[src/rtl/io_pkg.sv]
// io_pkg: shared defaults and key status word layout for the board input controller.
package io_pkg;
   localparam int DEF_DEBOUNCE_CYCLES = 2000000;
   localparam int DEF_SW_W = 16;
   localparam int DEF_KEY_W = 5;
   localparam int PEND_LSB = 0;
   localparam int LEVEL_LSB = 8;

   function automatic logic [31:0] key_word(input logic [7:0] pend, input logic [7:0] lvl);
      key_word = '0;
      key_word[PEND_LSB+:8] = pend;
      key_word[LEVEL_LSB+:8] = lvl;
   endfunction
endpackage

[src/rtl/io_debounce.sv]
// io_debounce: 2-flop synchroniser plus debounce counter for one asynchronous input bit.
module io_debounce
   import io_pkg::*;
#(
   parameter int DEBOUNCE_CYCLES = DEF_DEBOUNCE_CYCLES
) (
   input  logic clk,
   input  logic rstn,
   input  logic raw,
   output logic stable
);
   localparam int CW = $clog2(DEBOUNCE_CYCLES);

   logic s1, s2;
   logic [CW-1:0] cnt;

   // cnt never passes DEBOUNCE_CYCLES-1: it clears on agreement or on commit
   always_ff @(posedge clk or negedge rstn)
      if (!rstn) {s1, s2, stable, cnt} <= '0;
      else begin
         s1 <= raw;
         s2 <= s1;
         if (s2 == stable) cnt <= '0;
         else if (cnt == CW'(DEBOUNCE_CYCLES - 1)) begin
            stable <= s2;
            cnt <= '0;
         end
         else cnt <= cnt + CW'(1);
      end
endmodule

[src/rtl/io_input_con.sv]
// io_input_con: debounced switch/key inputs, sticky key-press flags and registered MMIO read port.
// Define IO_INPUT_IRQ_EN to build the registered key-event interrupt; otherwise irq is tied 0.
module io_input_con
   import io_pkg::*;
#(
   parameter int DEBOUNCE_CYCLES = DEF_DEBOUNCE_CYCLES,
   parameter int SW_W = DEF_SW_W,
   parameter int KEY_W = DEF_KEY_W
) (
   input  logic              clk,
   input  logic              rstn,
   input  logic [SW_W-1:0]   switch_in,
   input  logic [KEY_W-1:0]  key_in,
   input  logic              SwitchCtrl,
   input  logic              KeyCtrl,
   input  logic              read_en,
   output logic [31:0]       read_data,
   output logic              irq
);
   logic [SW_W+KEY_W-1:0] raw, stable_all;
   logic [SW_W-1:0] sw_stable;
   logic [KEY_W-1:0] key_stable, key_prev, pending, pending_nx, rise;
   logic key_rd;
   logic [31:0] rd_nx;

   assign raw = {key_in, switch_in};
   assign sw_stable = stable_all[SW_W-1:0];
   assign key_stable = stable_all[SW_W+:KEY_W];

   for (genvar i = 0; i < SW_W + KEY_W; i++) begin : g_db
      io_debounce #(.DEBOUNCE_CYCLES(DEBOUNCE_CYCLES)) u_db (
         .clk    (clk),
         .rstn   (rstn),
         .raw    (raw[i]),
         .stable (stable_all[i])
      );
   end

   // a new rise wins over a same-cycle clearing read so the event is kept
   always_comb begin
      rise = key_stable & ~key_prev;
      key_rd = read_en & KeyCtrl & ~SwitchCtrl;
      pending_nx = (key_rd ? '0 : pending) | rise;
      rd_nx = !read_en ? read_data :
              SwitchCtrl ? 32'(sw_stable) :
              KeyCtrl ? key_word(8'(pending), 8'(key_stable)) : '0;
   end

   always_ff @(posedge clk or negedge rstn)
      if (!rstn) begin
         key_prev <= '0;
         pending <= '0;
         read_data <= '0;
      end
      else begin
         key_prev <= key_stable;
         pending <= pending_nx;
         read_data <= rd_nx;
      end

`ifdef IO_INPUT_IRQ_EN
   always_ff @(posedge clk or negedge rstn)
      if (!rstn) irq <= 1'b0;
      else irq <= |pending;
`else
   assign irq = 1'b0;
`endif
endmodule

[config.mk]
export PLATFORM = sky130hd
export DESIGN_NAME = io_input_con
export DESIGN_NICKNAME = d
export VERILOG_FILES = /design/src/rtl/io_pkg.sv /design/src/rtl/io_debounce.sv /design/src/rtl/io_input_con.sv
export SDC_FILE = /design/constraint.sdc
export NUM_CORES = 1
export LEC_CHECK = 0
export BUFFER_PORTS_ARGS = -buffer_cell sky130_fd_sc_hd__buf_4
export CAP_MARGIN = 20
export CORE_ASPECT_RATIO = 1.75
export CORE_UTILIZATION = 50
export DETAILED_ROUTE_END_ITERATION = 10
export PLACE_DENSITY = 0.71
export SETUP_SLACK_MARGIN = 0.3
export SLEW_MARGIN = 10
export SYNTH_ARGS = -nofsm -noshare
export SYNTH_HDL_FRONTEND = slang
export SYNTH_SLANG_ARGS = --single-unit
[constraint.sdc]
create_clock -name clk -period 2.1 [get_ports clk]
set_input_delay 0.315 -clock clk [delete_from_list [all_inputs] [get_ports clk]]
set_output_delay 0.315 -clock clk [all_outputs]
set_load 0.02 [all_outputs]
# Word-level counts from Yosys, hierarchy flattened
# Index checks and enable logic that the tools add are counted.
# op_classes
n_addsub	21
eq_ne	42
muxes	45
bitwise_logic	27
n_reduce_logical	21
# op_table
cell	count
21-bit two-way mux	42
21-bit by 1-bit adder with 21-bit output, second input constant	21
21-bit == test, second input constant	21
2-bit AND reduction	21
1-bit inverter	22
1-bit == test	21
16-bit two-way mux	1
13-bit two-way mux	1
5-bit bitwise AND	1
5-bit two-way mux	1
5-bit inverter	1
5-bit bitwise OR	1
1-bit bitwise AND	2
# word_totals
ff_bits	546
out_inout_bits	33

# Depth between registers and ports, before layout
# depth
depth_word	4
ltp_mapped	7
mapped_depth_nobuf	5

# Cells and area by module
# Synthesis repeated with hierarchy kept, for this count alone.
# hier_totals
cells_unflattened	2639
area_unflattened_um2	26147.6
# by_module_without_submodules
mod	n_inst	cells_each	area_each_um2	seq_area_each_um2
io_debounce	21	120	1188.6	600.6
io_input_con	1	119	1186.1	650.6

# Worst setup path after synthesis
# Ideal clock, no wire load.
# synth_path
kind	reg-to-reg
from	register g_db[0].u_db.cnt[9]
to	register g_db[0].u_db.cnt[12]
arrival_time_ns	2.054
t_required_ns	1.981
path_slack_ns	-0.073
path_stages_with_launch	6
period_less_slack_ns	2.173
path_cell_list	dfrtp_1 > or4b_1 > or4_4 > o41ai_4 > buf_6 > nor2_1
# synth_between
elab_chain_cells	3
word_cells_on_any_way	4
classes_between	1 x add/sub; 1 x eq/ne; 2 x mux
# synth_lines
item	line_no	rtl
start: declaration	io_debounce.sv:15	logic [CW-1:0] cnt;
start signal: assignment	io_debounce.sv:28	else cnt <= cnt + CW'(1);
21-bit by 1-bit adder with 21-bit output / 21-bit == test (equally long branches)	io_debounce.sv:28, io_debounce.sv:24	
21-bit two-way mux (*)	io_debounce.sv:24	else if (cnt == CW'(DEBOUNCE_CYCLES - 1)) begin
21-bit two-way mux (*)	io_debounce.sv:23	if (s2 == stable) cnt <= '0;
# Mark *: on every way between the ends. The rest lies on a longest branch, timed or not.
# A chain may end at the register's enable or synchronous reset.

# Worst setup path in the final report
# layout_path
from	register g_db[5].u_db.cnt[12]
to	register g_db[5].u_db.cnt[19]
# layout_between
elab_chain_cells	3
word_cells_on_any_way	4
classes_between	1 x add/sub; 1 x eq/ne; 2 x mux
# layout_lines
item	line_no
start: declaration	io_debounce.sv:15
start signal: assignment	io_debounce.sv:28
21-bit by 1-bit adder with 21-bit output / 21-bit == test (equally long branches)	io_debounce.sv:28, io_debounce.sv:24
21-bit two-way mux (*)	io_debounce.sv:24
21-bit two-way mux (*)	io_debounce.sv:23
# Marked as above.

==> impl_results.rst <==
.. list-table::
   :header-rows: 1

   * - Metric
     - Value
   * - Reg-to-reg startpoint
     - g_db[5].u_db.cnt[12]
   * - Initial cell density of the core
     - between 50% and 60%
   * - Number of iterations in the first detailed-routing pass
     - 5
   * - Worst Path Required
     - between 2000 and 3000 ps
   * - Class of the most critical setup path
     - register to register
   * - Clock tree from TritonCTS
     - yes
   * - Count of inserted antenna diode cells
     - 0
   * - H-Tree Depth
     - 2
   * - Chip Height
     - between 300 and 400 µm
   * - Number of buffers on the longest clock path
     - 3
   * - Setup TNS
     - 0 ps
   * - Number of DRC markers after the initial detailed-route iteration
     - 1085
   * - Critical Path Source Type
     - register
   * - WL per Instance
     - between 15 and 20 µm
   * - Maximum vdd ir drop
     - between 0.6 and 0.7 mV
   * - Number of I/O pins
     - 59
   * - Maximum number of pins on one net before global-route repair
     - approximately 80
   * - Hold path startpoint
     - KeyCtrl
   * - Highest achievable clock rate
     - ~480 MHz
   * - Total power per unit cell area
     - between 600 and 700 nW/µm²
   * - GR Util met2
     - between 40% and 50%
   * - Unrepaired setup endpoints after global routing
     - true
   * - Post-synth EDFFs
     - 0
   * - Setup violators final
     - 0
   * - Fraction of layout instances using a drive strength above 1
     - roughly a quarter
   * - Core utilization of the finished layout
     - 63.9%
   * - Cell Count, Final, Fillers Out
     - between 3k and 4k
   * - Fraction of synthesis flops using an asynchronous set or reset pin
     - 100%
   * - Remaining max-slew budget at the tightest pin
     - 58.9%
   * - Row count
     - roughly 110
   * - Post-Route Skew
     - 29.3 ps
   * - Setup crit start
     - g_db[5].u_db.cnt[12]
   * - # port buffers
     - around 40
   * - HPWL after detailed placement
     - 37500 µm
   * - Routability Congestion
     - around 0.85
   * - Sequential-to-total area share from yosys stat
     - between 50 and 60%
   * - Peak-usage layer in the global routing report
     - met2
   * - Worst min path class
     - primary input to register
   * - Run status
     - completed
   * - Final Cycle Share
     - slightly below 100%
   * - Met3 Track Usage GR
     - 2.56%
   * - Post-placement cell area
     - between 20000 and 30000 µm²
   * - Final slew viol count
     - 0
   * - Number of failing hold endpoints at the final stage
     - 0
   * - Final min period
     - about 2100 ps
   * - Worst path arrival time
     - between 2000 and 3000 ps
   * - Worst R2R Path Depth
     - 6
   * - Leak pwr
     - around 13 nW
   * - Clock tree sinks
     - 530
   * - Total Die Area
     - 51900 µm²
   * - Transition at the pin with the smallest max-transition slack
     - roughly 620 ps
   * - Worst flop-to-flop path endpoint
     - g_db[5].u_db.cnt[19]
   * - Post-detailed-route DRC marker count
     - 0
   * - Root buffer cell
     - clkbuf_16
   * - Number of instances in the synthesized netlist
     - 2581
   * - Total clock buffers created by CTS
     - 47
   * - Critical-path maximum fanout
     - 5
   * - Core region area
     - 50500 µm²
   * - Total wirelength of the detailed-routed design
     - between 50000 and 60000 µm
   * - Crit path capture type
     - register
   * - Number of antenna violations at the first check in global routing
     - 0
   * - Number of warnings printed during yosys synthesis
     - 0
   * - Reported max-cap violation count
     - 0
   * - Number of fill cells in the layout
     - 3899
   * - Total grt overflow
     - 0
   * - Flip-flop and latch count after synthesis
     - between 500 and 600
   * - Predominant post-synthesis flop cell
     - dfrtp_1
   * - Growth of design area from synthesis to finish
     - 26.5%
   * - Antenna viol nets, final
     - 0
   * - Met1 GRT Util
     - approximately 24%
   * - Clock latency on the worst-skew pair
     - 590 ps
   * - NumNets Final
     - ~3k
   * - Slack of the worst reg-to-reg path
     - around 13 ps
   * - Post-layout total power
     - about 21 mW
   * - Vias/cell
     - approximately 5.8
   * - Footprint of the multi-input gates
     - ~13000 µm²
   * - Per-instance average area after synthesis
     - 9.88 µm²
   * - First-pass GRT wire length
     - approximately 95000 µm
   * - Register cell area after layout
     - about 13000 µm²
   * - Finished layout cell area
     - 32300 µm²
   * - Total standard cell area after synthesis
     - 25500 µm²
   * - Hold Path Sink
     - read_data[11]
   * - Clock transition at the registers of the reported paths
     - approximately 60 ps
   * - Die X
     - between 150 and 200 µm
   * - Count of different cell masters after synthesis
     - between 50 and 60
   * - Vias in the first global route
     - 20.4k
   * - WHS Path Cells
     - 5
   * - Number of vias after detailed routing
     - slightly above 20k
   * - Overall global routing resource usage
     - a little over a fifth
   * - Placed cell count
     - roughly 3.3k
[what timing repair did]
item | in CTS | in global routing
pin swaps | 32 | 73
endpoints found under the setup margin | 262 | 370
hold endpoints to repair | 66 | 0
buffers inserted | 60 | 83
gates cloned | 7 | 16
hold buffers | 22 | 0
gates resized for setup | 85 | 286
[synth_stat cells, types with 52 or more instances]
| library cell | number | area [µm²] |
|---|---|---|
| dfrtp_1 | 530 | 13300 |
| nor2_1 | 367 | 1380 |
| xnor2_1 | 177 | 1550 |
| nand3_1 | 157 | 786 |
| a21oi_1 | 148 | 741 |
| nand2_1 | 139 | 522 |
| nand4_1 | 122 | 763 |
| xor2_1 | 108 | 946 |
| inv_1 | 93 | 349 |
| o21ai_0 | 87 | 435 |
| or3_1 | 79 | 494 |
| or4_1 | 68 | 510 |
| clkbuf_1 | 58 | 218 |
| nor3_1 | 56 | 280 |
| nor4_1 | 53 | 332 |
| o31ai_1 | 53 | 398 |
| and4_1 | 52 | 455 |
[state kept, by name, summed over array words and instances, names as in the netlist]
signal / flops
key_prev: 5
g_db.u_db.cnt: 441
g_db.u_db.s2: 21
pending: 5
read_data: 16
g_db.u_db.stable: 21
g_db.u_db.s1: 21
[stage by stage]
stage | hold slack, ps | setup WS, ps
floorplan | 19.4 | -72.6
global placement | 301 | -53.2
detailed placement | 304 | -57.0
CTS | 175 | 6.15
global route | 213 | -53.8
finish | 196 | 13.2
[where the power goes]
| group | leakage (nW) | internal, mW | switching [mW] |
|---|---|---|---|
| combinational | 4.81 | 0.521 | 0.693 |
| sequential | 7.19 | 10.4 | 0.164 |
| clock | 0.778 | 5.13 | 3.85 |
[worst max-delay path: stages (launching register included)]
cell       delay (ps)
dfrtp_1           380
or4bb_1           530
or4_4             580
o21bai_4          160
buf_6             140
clkbuf_16         150
a21oi_2            30
[layer usage]
metal  vias up  wire, µm
li1       9796         -
met1     10416     23100
met2       418     32900
met3       142      1870
met4         0      1880
met5         -         0
[how the worst max path moves through the flow]
stage / to / cells past startpoint
2_1_floorplan: g_db[0].u_db.cnt[12] / 5
3_3_place_gp: g_db[0].u_db.stable / 4
3_5_place_dp: g_db[0].u_db.stable / 4
4_1_cts: g_db[0].u_db.stable / 4
5_1_grt: g_db[0].u_db.stable / 4
6_report: g_db[5].u_db.cnt[19] / 6
[cell families (layout without fill, tap and decap cells)]
family	Yosys count	count (layout)	synth area share (%)
simple gates	1218	1218	25.6
mux	21	21	0.927
compound gates	321	321	7.60
buf+inv	184	521	3.06
flops	530	530	52.0
xor+xnor	285	285	9.79
other cells	1	17	0.0147
fa+ha+maj	21	21	1.03
[final cells by class]
| class | instances | area share (%) |
|---|---|---|
| clock buffer | 63 | 4.05 |
| clock inverter | 22 | 0.888 |
| inverter | 93 | 1.08 |
| multi-input combinational | 1883 | 39.9 |
| sequential | 530 | 41.2 |
| tap | 666 | 2.58 |
| timing repair buffer | 343 | 10.2 |
[cells in the final DEF (no fill, tap or decap), drive strengths merged, types with 71 or more instances in the layout]
| master | instances |
|---|---|
| a21oi | 148 |
| buf | 312 |
| clkbuf | 72 |
| dfrtp | 530 |
| inv | 96 |
| nand2 | 139 |
| nand3 | 157 |
| nand4 | 124 |
| nor2 | 367 |
| o21ai | 88 |
| or3 | 79 |
| or4 | 71 |
| xnor2 | 177 |
| xor2 | 108 |
No activity file was read; power rests on OpenSTA's default activity.
